### src/rtl/i2s_pkg.sv
// Shared definitions for the I2S receiver: FSM state encoding and the
// LRCLK level that selects the left channel.
package i2s_pkg;

    typedef enum logic [1:0] {
        ST_SYNC  = 2'd0,
        ST_LEFT  = 2'd1,
        ST_RIGHT = 2'd2
    } i2s_state_e;

    localparam logic I2S_LEFT = 1'b0;

endpackage

### src/rtl/i2s_pin_sync.sv
// Two-flop synchronisers for BCLK/LRCLK/SDATA plus BCLK rising-edge detect.
// All three outputs come from the same stage, so they line up on the same clk.
module i2s_pin_sync (
    input  logic clk,
    input  logic rst,
    input  logic bclk,
    input  logic lrclk,
    input  logic sdata,
    output logic bclk_rise,
    output logic lr_s,
    output logic sd_s
);

    // {bclk, lrclk, sdata} through two metastability stages
    logic [2:0] sync_p0_q, sync_p0_d;
    logic [2:0] sync_p1_q, sync_p1_d;
    logic       bclk_p2_q, bclk_p2_d;

    always_comb begin
        sync_p0_d = {bclk, lrclk, sdata};
        sync_p1_d = sync_p0_q;
        bclk_p2_d = sync_p1_q[2];
    end

    always_ff @(posedge clk) begin
        if (rst) begin
            sync_p0_q <= '0;
            sync_p1_q <= '0;
            bclk_p2_q <= 1'b0;
        end else begin
            sync_p0_q <= sync_p0_d;
            sync_p1_q <= sync_p1_d;
            bclk_p2_q <= bclk_p2_d;
        end
    end

    assign bclk_rise = sync_p1_q[2] & ~bclk_p2_q;
    assign lr_s      = sync_p1_q[1];
    assign sd_s      = sync_p1_q[0];

endmodule

### src/rtl/i2s_rx.sv
// I2S slave receiver: frames the oversampled BCLK/LRCLK/SDATA stream and
// delivers one left/right pair per frame with a single-cycle valid strobe.
module i2s_rx
    import i2s_pkg::*;
#(
    parameter int SAMPLE_W = 12,
    parameter int SLOT_MAX = 32,
    parameter int TIMEOUT  = 1024
) (
    input  logic                clk,
    input  logic                rst,
    input  logic                en,
    input  logic                BCLK,
    input  logic                LRCLK,
    input  logic                SDATA,
    output logic [SAMPLE_W-1:0] left,
    output logic [SAMPLE_W-1:0] right,
    output logic                valid,
    output logic                locked
);

    localparam int IDX_W = $clog2(SLOT_MAX + 1);
    localparam int TO_W  = $clog2(TIMEOUT + 1);
    localparam int POS_W = $clog2(SAMPLE_W);
    localparam logic [IDX_W-1:0] IDX_MAX  = IDX_W'(SLOT_MAX);
    localparam logic [IDX_W-1:0] IDX_KEEP = IDX_W'(SAMPLE_W);
    localparam logic [TO_W-1:0]  TO_MAX   = TO_W'(TIMEOUT);
    localparam logic [POS_W-1:0] POS_TOP  = POS_W'(SAMPLE_W - 1);

    function automatic logic [IDX_W-1:0] idx_sat_inc(input logic [IDX_W-1:0] v);
        return (v == IDX_MAX) ? v : v + IDX_W'(1);
    endfunction

    function automatic logic [TO_W-1:0] to_sat_inc(input logic [TO_W-1:0] v);
        return (v == TO_MAX) ? v : v + TO_W'(1);
    endfunction

    logic bclk_rise, lr_s, sd_s;

    i2s_pin_sync u_pin_sync (
        .clk       (clk),
        .rst       (rst),
        .bclk      (BCLK),
        .lrclk     (LRCLK),
        .sdata     (SDATA),
        .bclk_rise (bclk_rise),
        .lr_s      (lr_s),
        .sd_s      (sd_s)
    );

    i2s_state_e          state_q, state_d;
    logic                lr_prev_q, lr_prev_d;
    logic [IDX_W-1:0]    idx_q, idx_d;
    logic [TO_W-1:0]     to_q, to_d;
    logic [SAMPLE_W-1:0] shift_q, shift_d;
    logic [SAMPLE_W-1:0] left_hold_q, left_hold_d;
    logic [SAMPLE_W-1:0] left_q, left_d;
    logic [SAMPLE_W-1:0] right_q, right_d;
    logic                valid_q, valid_d;

    logic                edge_tr;
    logic                timeout;
    logic [POS_W-1:0]    pos;
    logic [SAMPLE_W-1:0] shifted;

    // The first rise after an LRCLK change still carries the old channel's LSB
    assign edge_tr = bclk_rise && (lr_s != lr_prev_q);
    assign timeout = (to_q == TO_MAX);

    always_ff @(posedge clk) begin
        if (rst) begin
            state_q <= ST_SYNC;
        end else begin
            state_q <= state_d;
        end
    end

    always_comb begin
        state_d = state_q;
        if (!en) begin
            state_d = ST_SYNC;
        end else begin
            case (state_q)
                ST_SYNC:  if (edge_tr && lr_s == I2S_LEFT) state_d = ST_LEFT;
                ST_LEFT:  if (timeout) state_d = ST_SYNC;
                          else if (edge_tr) state_d = ST_RIGHT;
                ST_RIGHT: if (timeout) state_d = ST_SYNC;
                          else if (edge_tr) state_d = ST_LEFT;
                default:  state_d = ST_SYNC;
            endcase
        end
    end

    always_comb begin
        pos     = POS_TOP - POS_W'(idx_q);
        shifted = shift_q;
        if (idx_q < IDX_KEEP) shifted[pos] = sd_s;

        lr_prev_d   = bclk_rise ? lr_s : lr_prev_q;
        to_d        = bclk_rise ? '0 : to_sat_inc(to_q);
        idx_d       = idx_q;
        shift_d     = shift_q;
        left_hold_d = left_hold_q;
        left_d      = left_q;
        right_d     = right_q;
        valid_d     = 1'b0;

        // Timeout beats a coincident transition edge; partial frame is dropped
        if (!en || state_q == ST_SYNC || timeout) begin
            idx_d   = '0;
            shift_d = '0;
        end else if (bclk_rise) begin
            if (edge_tr) begin
                idx_d   = '0;
                shift_d = '0;
                if (state_q == ST_LEFT) begin
                    left_hold_d = shifted;
                end else begin
                    left_d  = left_hold_q;
                    right_d = shifted;
                    valid_d = 1'b1;
                end
            end else begin
                idx_d   = idx_sat_inc(idx_q);
                shift_d = shifted;
            end
        end

        locked = (state_q != ST_SYNC);
    end

    always_ff @(posedge clk) begin
        if (rst) begin
            lr_prev_q   <= 1'b0;
            idx_q       <= '0;
            to_q        <= '0;
            shift_q     <= '0;
            left_hold_q <= '0;
            left_q      <= '0;
            right_q     <= '0;
            valid_q     <= 1'b0;
        end else begin
            lr_prev_q   <= lr_prev_d;
            idx_q       <= idx_d;
            to_q        <= to_d;
            shift_q     <= shift_d;
            left_hold_q <= left_hold_d;
            left_q      <= left_d;
            right_q     <= right_d;
            valid_q     <= valid_d;
        end
    end

    assign left  = left_q;
    assign right = right_q;
    assign valid = valid_q;

endmodule
### config.mk
export PLATFORM = sky130hd
export DESIGN_NAME = i2s_rx
export DESIGN_NICKNAME = d
export VERILOG_FILES = /design/src/rtl/i2s_pkg.sv /design/src/rtl/i2s_pin_sync.sv /design/src/rtl/i2s_rx.sv
export SDC_FILE = /design/constraint.sdc
export NUM_CORES = 1
export LEC_CHECK = 0
export ABC_AREA = 1
export CAP_MARGIN = 10
export CORE_ASPECT_RATIO = 1.25
export CORE_MARGIN = 2
export CORE_UTILIZATION = 40
export DETAILED_ROUTE_END_ITERATION = 7
export PLACE_DENSITY_LB_ADDON = 0.15
export SLEW_MARGIN = 20
export SYNTH_ARGS = -nofsm -noshare
export SYNTH_HDL_FRONTEND = slang
export SYNTH_HIERARCHICAL = 1
export SYNTH_SLANG_ARGS = --single-unit
### constraint.sdc
create_clock -name clk -period 3.9 [get_ports clk]
set_input_delay 0.78 -clock clk [delete_from_list [all_inputs] [get_ports clk]]
set_output_delay 0.78 -clock clk [all_outputs]
set_load 0.005 [all_outputs]
==> summary.md, run 1 <==
| Metric | Value |
|---|---|
| DRC Markers | `0` |
| Drt via density | `4.54` |
| Worst path required time | `4.12 ns` |
| EDFF count, synth | `0` |
| Max Slew Vio Count | `0` |
| Die Ht | `112 µm` |
| Adder-cell share of the synthesized area | `2.01%` |
| Critical path type | `reg2reg` |
| Die span in x | `90.5 µm` |
| Ports | `32` |
| Synth Flop Type | `dfxtp_1` |
| Clk sinks | `76` |
| Number of distinct library cells after synthesis | `31` |
| CTS Hold Buffers Added | `0` |
| # Post-CTS Setup Buffers | `0` |
| Gpl congestion | `0.943` |
| Vias | `3272` |
| Clock Latency Late Sink | `0.33 ns` |
| Hold Path Class | `reg2reg` |
| Hold Violations, Final | `0` |
| Max VDD drop | `0.202 mV` |
| Wirelength, routed | `7930 µm` |
| Final clock skew | `0.00875 ns` |
| Critical path launch point | `u_pin_sync/sync_p1_q[2]` |
| Leakage power total | `0.00201 µW` |
| Bufs on Longest Clock Path | `2` |
| Final #Nets | `604` |
| H-tree levels | `3` |
| Core ar. | `9130 µm²` |
| Synth Net Count | `582` |
| Resized cells post-CTS | `0` |
| Port-buffer cells | `31` |
| Post-synthesis sequential area ratio | `40.7%` |
| Num CTS Buffers | `9` |
| CTS tree | `done` |
| Largest family of logic cells by synthesized area | `simple AND/OR/NAND/NOR gates` |
| RSZ-0062 raised after global routing | `no` |
| Maxcap violations | `0` |
| Initial antenna violation count | `0` |
| Mapped Cells | `570` |
| Die Area | `10100 µm²` |
| Slew at the pin closest to its max-slew limit | `0.762 ns` |
| Seq cells post-synth | `76` |
| FMAX | `436 MHz` |
| Critical Path AT | `2.52 ns` |
| Clock-pin slew on the worst setup and hold paths | `0.06 ns` |
| Initial DRC count | `167` |
| DR WL/cell | `11.0 µm` |
| Vias in the first global route | `3126` |
| Most frequent cells in the layout | `122 x nor2_1, 121 x nand2_1, 98 x inv_1` |
| XOR/XNOR share of the synthesized area | `0.469%` |
| Simple-gate share of the synthesized area | `37.8%` |
| Share of cells above drive strength 1 | `6.20%` |
| Synth Area in Compound Gates | `5.56%` |
| Largest net degree at the start of global routing | `50` |
| Setup ws final | `1.60 ns` |
| Crit Reg-Reg Startpoint | `u_pin_sync/sync_p1_q[2]` |
| Routed Antenna Nets | `0` |
| Final hold slack | `0.410 ns` |
| Hold Startpoint | `u_pin_sync/sync_p0_q[1]` |
| Slew margin rel. | `49.0%` |
| Worst Setup End Kind | `register` |
| Minimum clock period | `2.30 ns` |
| Commonest non-fill, non-tap cell in the layout | `nor2_1` |
| Multiplexer share of the synthesized area | `0%` |
| Final HPWL DP | `5580 µm` |
| Cell Count, Final, Fillers Out | `720` |
| Clock root buffer | `clkbuf_16` |
| Outcome | `finished, final reports clean` |
| Final period util | `58.9%` |
| Syn Area/Cell | `6.56 µm²` |
| Row count | `39` |
| First-pass GRT wire length | `13900 µm` |
| Critical path launch point type | `register` |
| Diode count | `0` |
| Initial Util | `41.0%` |
| Congestion Overflow GR | `0` |
| Yosys warns | `6` |
| Layout Utilization | `48.2%` |
| Drt first pass iters | `5` |
| Filler cell count | `983` |
| Cell area after synthesis | `3740 µm²` |
| Async SR Flop Fraction | `0%` |
| # setup viols final | `0` |
| Setup total negative slack | `0 ns` |
| CP max FO | `49` |
| Setup WS pre-CTS | `1.25 ns` |
| Placed cell count | `704` |
| GRT Overall Usage | `16.6%` |
| PwrDens | `392 nW/µm²` |
| Area grow syn2layout | `17.7%` |
## synth_stat cells (2+ instances only)
master	instances	area (µm²)
nor2_1	122	458
nand2_1	121	454
inv_1	98	368
dfxtp_1	76	1520
nand3_1	40	200
a21oi_1	28	140
nand4_1	15	93.8
nor2_2	11	68.8
nor3_1	9	45.0
buf_2	7	35.0
o21ai_0	7	35.0
ha_1	6	75.1
clkbuf_1	5	18.8
buf_4	3	22.5
buf_1	2	7.51
buf_6	2	22.5
nand3_2	2	20.0
nand3b_1	2	15.0
xor2_1	2	17.5
## routing by layer
metal	vias to the layer above	wire [µm]	GRT usage, %
li1	1778	-	-
met5	-	0	0
met4	0	83	5.13
met1	1444	3600	18.9
met3	6	219	4.16
met2	44	4030	30.5
## critical path, stage by stage, from the launching register on
cell and delay (ns):
dfxtp_1 0.30, inv_1 0.04, nor2_1 0.40, nand3_2 0.37, nor2_2 0.23, nand3_4 0.49, nor2_1 0.27, nor2_1 0.07
## stage by stage
step / cell area, µm² / power (µW)
after CTS: 4400 / 1750
after detailed placement: 4080 / 848
final: 4400 / 1730
after global routing: 4400 / 1790
after global placement: 4080 / 848
after floorplan: 3740 / 832
## cell type report
class | instances | area, µm² | share of cell area (%)
timing repair buffer | 31 | 310 | 7.05
clock inverter | 7 | 100 | 2.27
multi-input combinational | 374 | 1710 | 39.0
tap | 123 | 154 | 3.50
inverter | 100 | 375 | 8.53
sequential | 76 | 1520 | 34.6
clock buffer | 9 | 225 | 5.12
## flip-flops by register name (all words and copies together) (netlist names)
register and cells:
shift_q 12, valid 1, u_pin_sync/bclk_p2_q 1, u_pin_sync/sync_p1_q 3, u_pin_sync/sync_p0_q 3, left 12
lr_prev_q 1, idx_q 6, state_q 2, right 12, to_q 11, left_hold_q 12
## worst paths after layout
check / to / slack [ns] / cells past startpoint
setup / recovery: right[6] / 1.60 / 7
hold / removal: u_pin_sync/sync_p1_q[1] / 0.41 / 2
setup reg to reg: right[6] / 1.60 / 7
hold reg to reg: u_pin_sync/sync_p1_q[1] / 0.41 / 2
## report_power, final
part           switching (µW)  leakage [µW]  total (µW)  internal, µW
clock network             332      0.000148         895           563
logic                    28.5       0.00124        40.9          12.5
registers                6.60      0.000614         789           783
## logic make-up after synthesis
logic type      count (synthesis)
buf+inv                       120
compound gates                 39
flops                          76
xor+xnor                        2
simple gates                  327
fa+ha+maj                       6
(Power assumes the default switching activity.)
==> run 2, diff against run 1 <==
clock period = 2.3 ns   (was 3.9 ns; I/O delays follow)
==> summary.md, run 2 (synthesis results as in run 1) <==
| Metric | Value |
|---|---|
| Port-buffer cells | `31 (unchanged)` |
| Layout Utilization | `48.4% (was 48.2%)` |
| Diode count | `0 (unchanged)` |
| Wirelength, routed | `8020 µm (was 7930 µm)` |
| H-tree levels | `3 (unchanged)` |
| Most frequent cells in the layout | `122 x nor2_1, 121 x nand2_1, 98 x inv_1 (unchanged)` |
| # setup viols final | `0 (unchanged)` |
| Die Ht | `112 µm (unchanged)` |
| Switch share | `21.6% (was 21.3%)` |
| Drt via density | `4.57 (was 4.54)` |
| Hold Violations, Final | `0 (unchanged)` |
| Initial DRC count | `124 (was 167)` |
| Core ar. | `9130 µm² (unchanged)` |
| Placed cell count | `713 (was 704)` |
| Share of cells above drive strength 1 | `6.94% (was 6.20%)` |
| Max VDD drop | `0.363 mV (was 0.202 mV)` |
| Setup total negative slack | `0 ns (unchanged)` |
| Max Slew Vio Count | `0 (unchanged)` |
| Slew margin rel. | `58.6% (was 49.0%)` |
| Final period util | `81.0% (was 58.9%)` |
| Flop pwr share | `50.6% (was 45.7%)` |
| Critical path type | `reg2reg (unchanged)` |
| Cell Count, Final, Fillers Out | `728 (was 720)` |
| Routed Antenna Nets | `0 (unchanged)` |
| Net switching power | `572 µW (was 367 µW)` |
| Die span in x | `90.5 µm (unchanged)` |
| Largest net degree at the start of global routing | `50 (unchanged)` |
| Congestion Overflow GR | `0 (unchanged)` |
| Combinational share of power | `3.0% (was 2.4%)` |
| Initial antenna violation count | `0 (unchanged)` |
| PwrDens | `599 nW/µm² (was 392 nW/µm²)` |
| CTS tree | `done (unchanged)` |
| Worst path required time | `2.52 ns (was 4.12 ns)` |
| Worst Setup End Kind | `register (unchanged)` |
| # Post-CTS Setup Buffers | `0 (unchanged)` |
| Area grow syn2layout | `18.2% (was 17.7%)` |
| Die Area | `10100 µm² (unchanged)` |
| First-pass GRT wire length | `13800 µm (was 13900 µm)` |
| Leakage power total | `0.00204 µW (was 0.00201 µW)` |
| Vias | `3329 (was 3272)` |
| Critical path launch point type | `register (unchanged)` |
| Ports | `32 (unchanged)` |
| Row count | `39 (unchanged)` |
| Resized cells post-CTS | `0 (unchanged)` |
| Clock root buffer | `clkbuf_16 (unchanged)` |
| Outcome | `finished, final reports clean (unchanged)` |
| Int Pwr | `2080 µW (was 1360 µW)` |
| Critical Path AT | `2.09 ns (was 2.52 ns)` |
| Final HPWL DP | `5720 µm (was 5580 µm)` |
| FMAX | `537 MHz (was 436 MHz)` |
| Hold Path Class | `reg2reg (unchanged)` |
| Commonest non-fill, non-tap cell in the layout | `nor2_1 (unchanged)` |
| Num CTS Buffers | `9 (unchanged)` |
| Clk sinks | `76 (unchanged)` |
| Initial Util | `41.0% (unchanged)` |
| Final clock skew | `0.00904 ns (was 0.00875 ns)` |
| CTS Hold Buffers Added | `0 (unchanged)` |
| Vias in the first global route | `3011 (was 3126)` |
| Final #Nets | `613 (was 604)` |
| RSZ-0062 raised after global routing | `no (unchanged)` |
| Clock Latency Late Sink | `0.34 ns (was 0.33 ns)` |
| Drt first pass iters | `4 (was 5)` |
| DR WL/cell | `11.0 µm (about the same)` |
| Gpl congestion | `0.903 (was 0.943)` |
| Maxcap violations | `0 (unchanged)` |
| Bufs on Longest Clock Path | `2 (unchanged)` |
| Minimum clock period | `1.86 ns (was 2.30 ns)` |
| GRT Overall Usage | `16.8% (was 16.6%)` |
| Clock power share | `46.4% (was 51.9%)` |
| Clock-pin slew on the worst setup and hold paths | `0.06 ns (about the same)` |
| CP max FO | `24 (was 49)` |
| Slew at the pin closest to its max-slew limit | `0.621 ns (was 0.762 ns)` |
| DRC Markers | `0 (unchanged)` |
-- run 2: changes by cell type in the layout (fill, tap and decap cells not counted) --
cell / previous run / this run
buf_4: 0 / 7
clkbuf_1: 0 / 3
clkinv_2: 0 / 3
clkinvlp_4: 3 / 0
buf_12: 0 / 2
bufinv_16: 2 / 0
clkinv_4: 1 / 0
inv_6: 1 / 0
-- run 2: layer usage --
metal  up-vias  wire [µm]  part of all wire, %  track usage, %
met5         -          0                    0               0
li1       1798          -                    -               -
met2        60       3950                   49            29.3
met1      1454       3630                   45            20.0
met4         0        151                  1.9            9.54
met3        17        294                  3.7            2.21
-- run 2: area by class of cell --
class,instances,area (µm²)
multi-input combinational,374,1710
clock buffer,12,236
clock inverter,3,15.0
sequential,76,1520
timing repair buffer,40,403
tap,123,154
fill,957,4710
inverter,100,375
-- run 2: final timing paths --
path	startpoint	endpoint	slack, ns	depth (start not counted)
max reg2reg	to_q[0]	left_hold_q[4]	0.44	8
max	to_q[0]	left_hold_q[4]	0.44	8
min reg2reg	u_pin_sync/sync_p0_q[1]	u_pin_sync/sync_p1_q[1]	0.40	2
min	u_pin_sync/sync_p0_q[1]	u_pin_sync/sync_p1_q[1]	0.40	2
-- run 2: power by group through the flow --
stage / clock, µW / combinational (µW) / sequential, µW
final: 1230 / 80.1 / 1340
after global placement: 0 / 79.7 / 1370
after global routing: 1310 / 90.3 / 1340
after floorplan: 0 / 48.0 / 1360
after detailed placement: 0 / 80.8 / 1370
after CTS: 1270 / 81.1 / 1340
-- run 2: stage by stage --
stage | total power [µW] | hold slack, ns | setup slack (ns) | cell area, µm²
2_1_floorplan | 1410 | 0.388 | 0.766 | 3740
3_3_place_gp | 1450 | 0.393 | 0.468 | 4170
3_5_place_dp | 1450 | 0.397 | 0.416 | 4170
4_1_cts | 2690 | 0.407 | 0.440 | 4420
5_1_grt | 2740 | 0.433 | 0.200 | 4420
6_report | 2650 | 0.404 | 0.438 | 4420
-- run 2: worst max-delay path, cell delays in order (launching register included) --
cell and delay, ns:
dfxtp_1 0.47, inv_1 0.09, ha_1 0.21, nand2_1 0.08
nor3_2 0.05, nand2_4 0.13, nand3_2 0.40, nor2_1 0.24
nor2_1 0.07
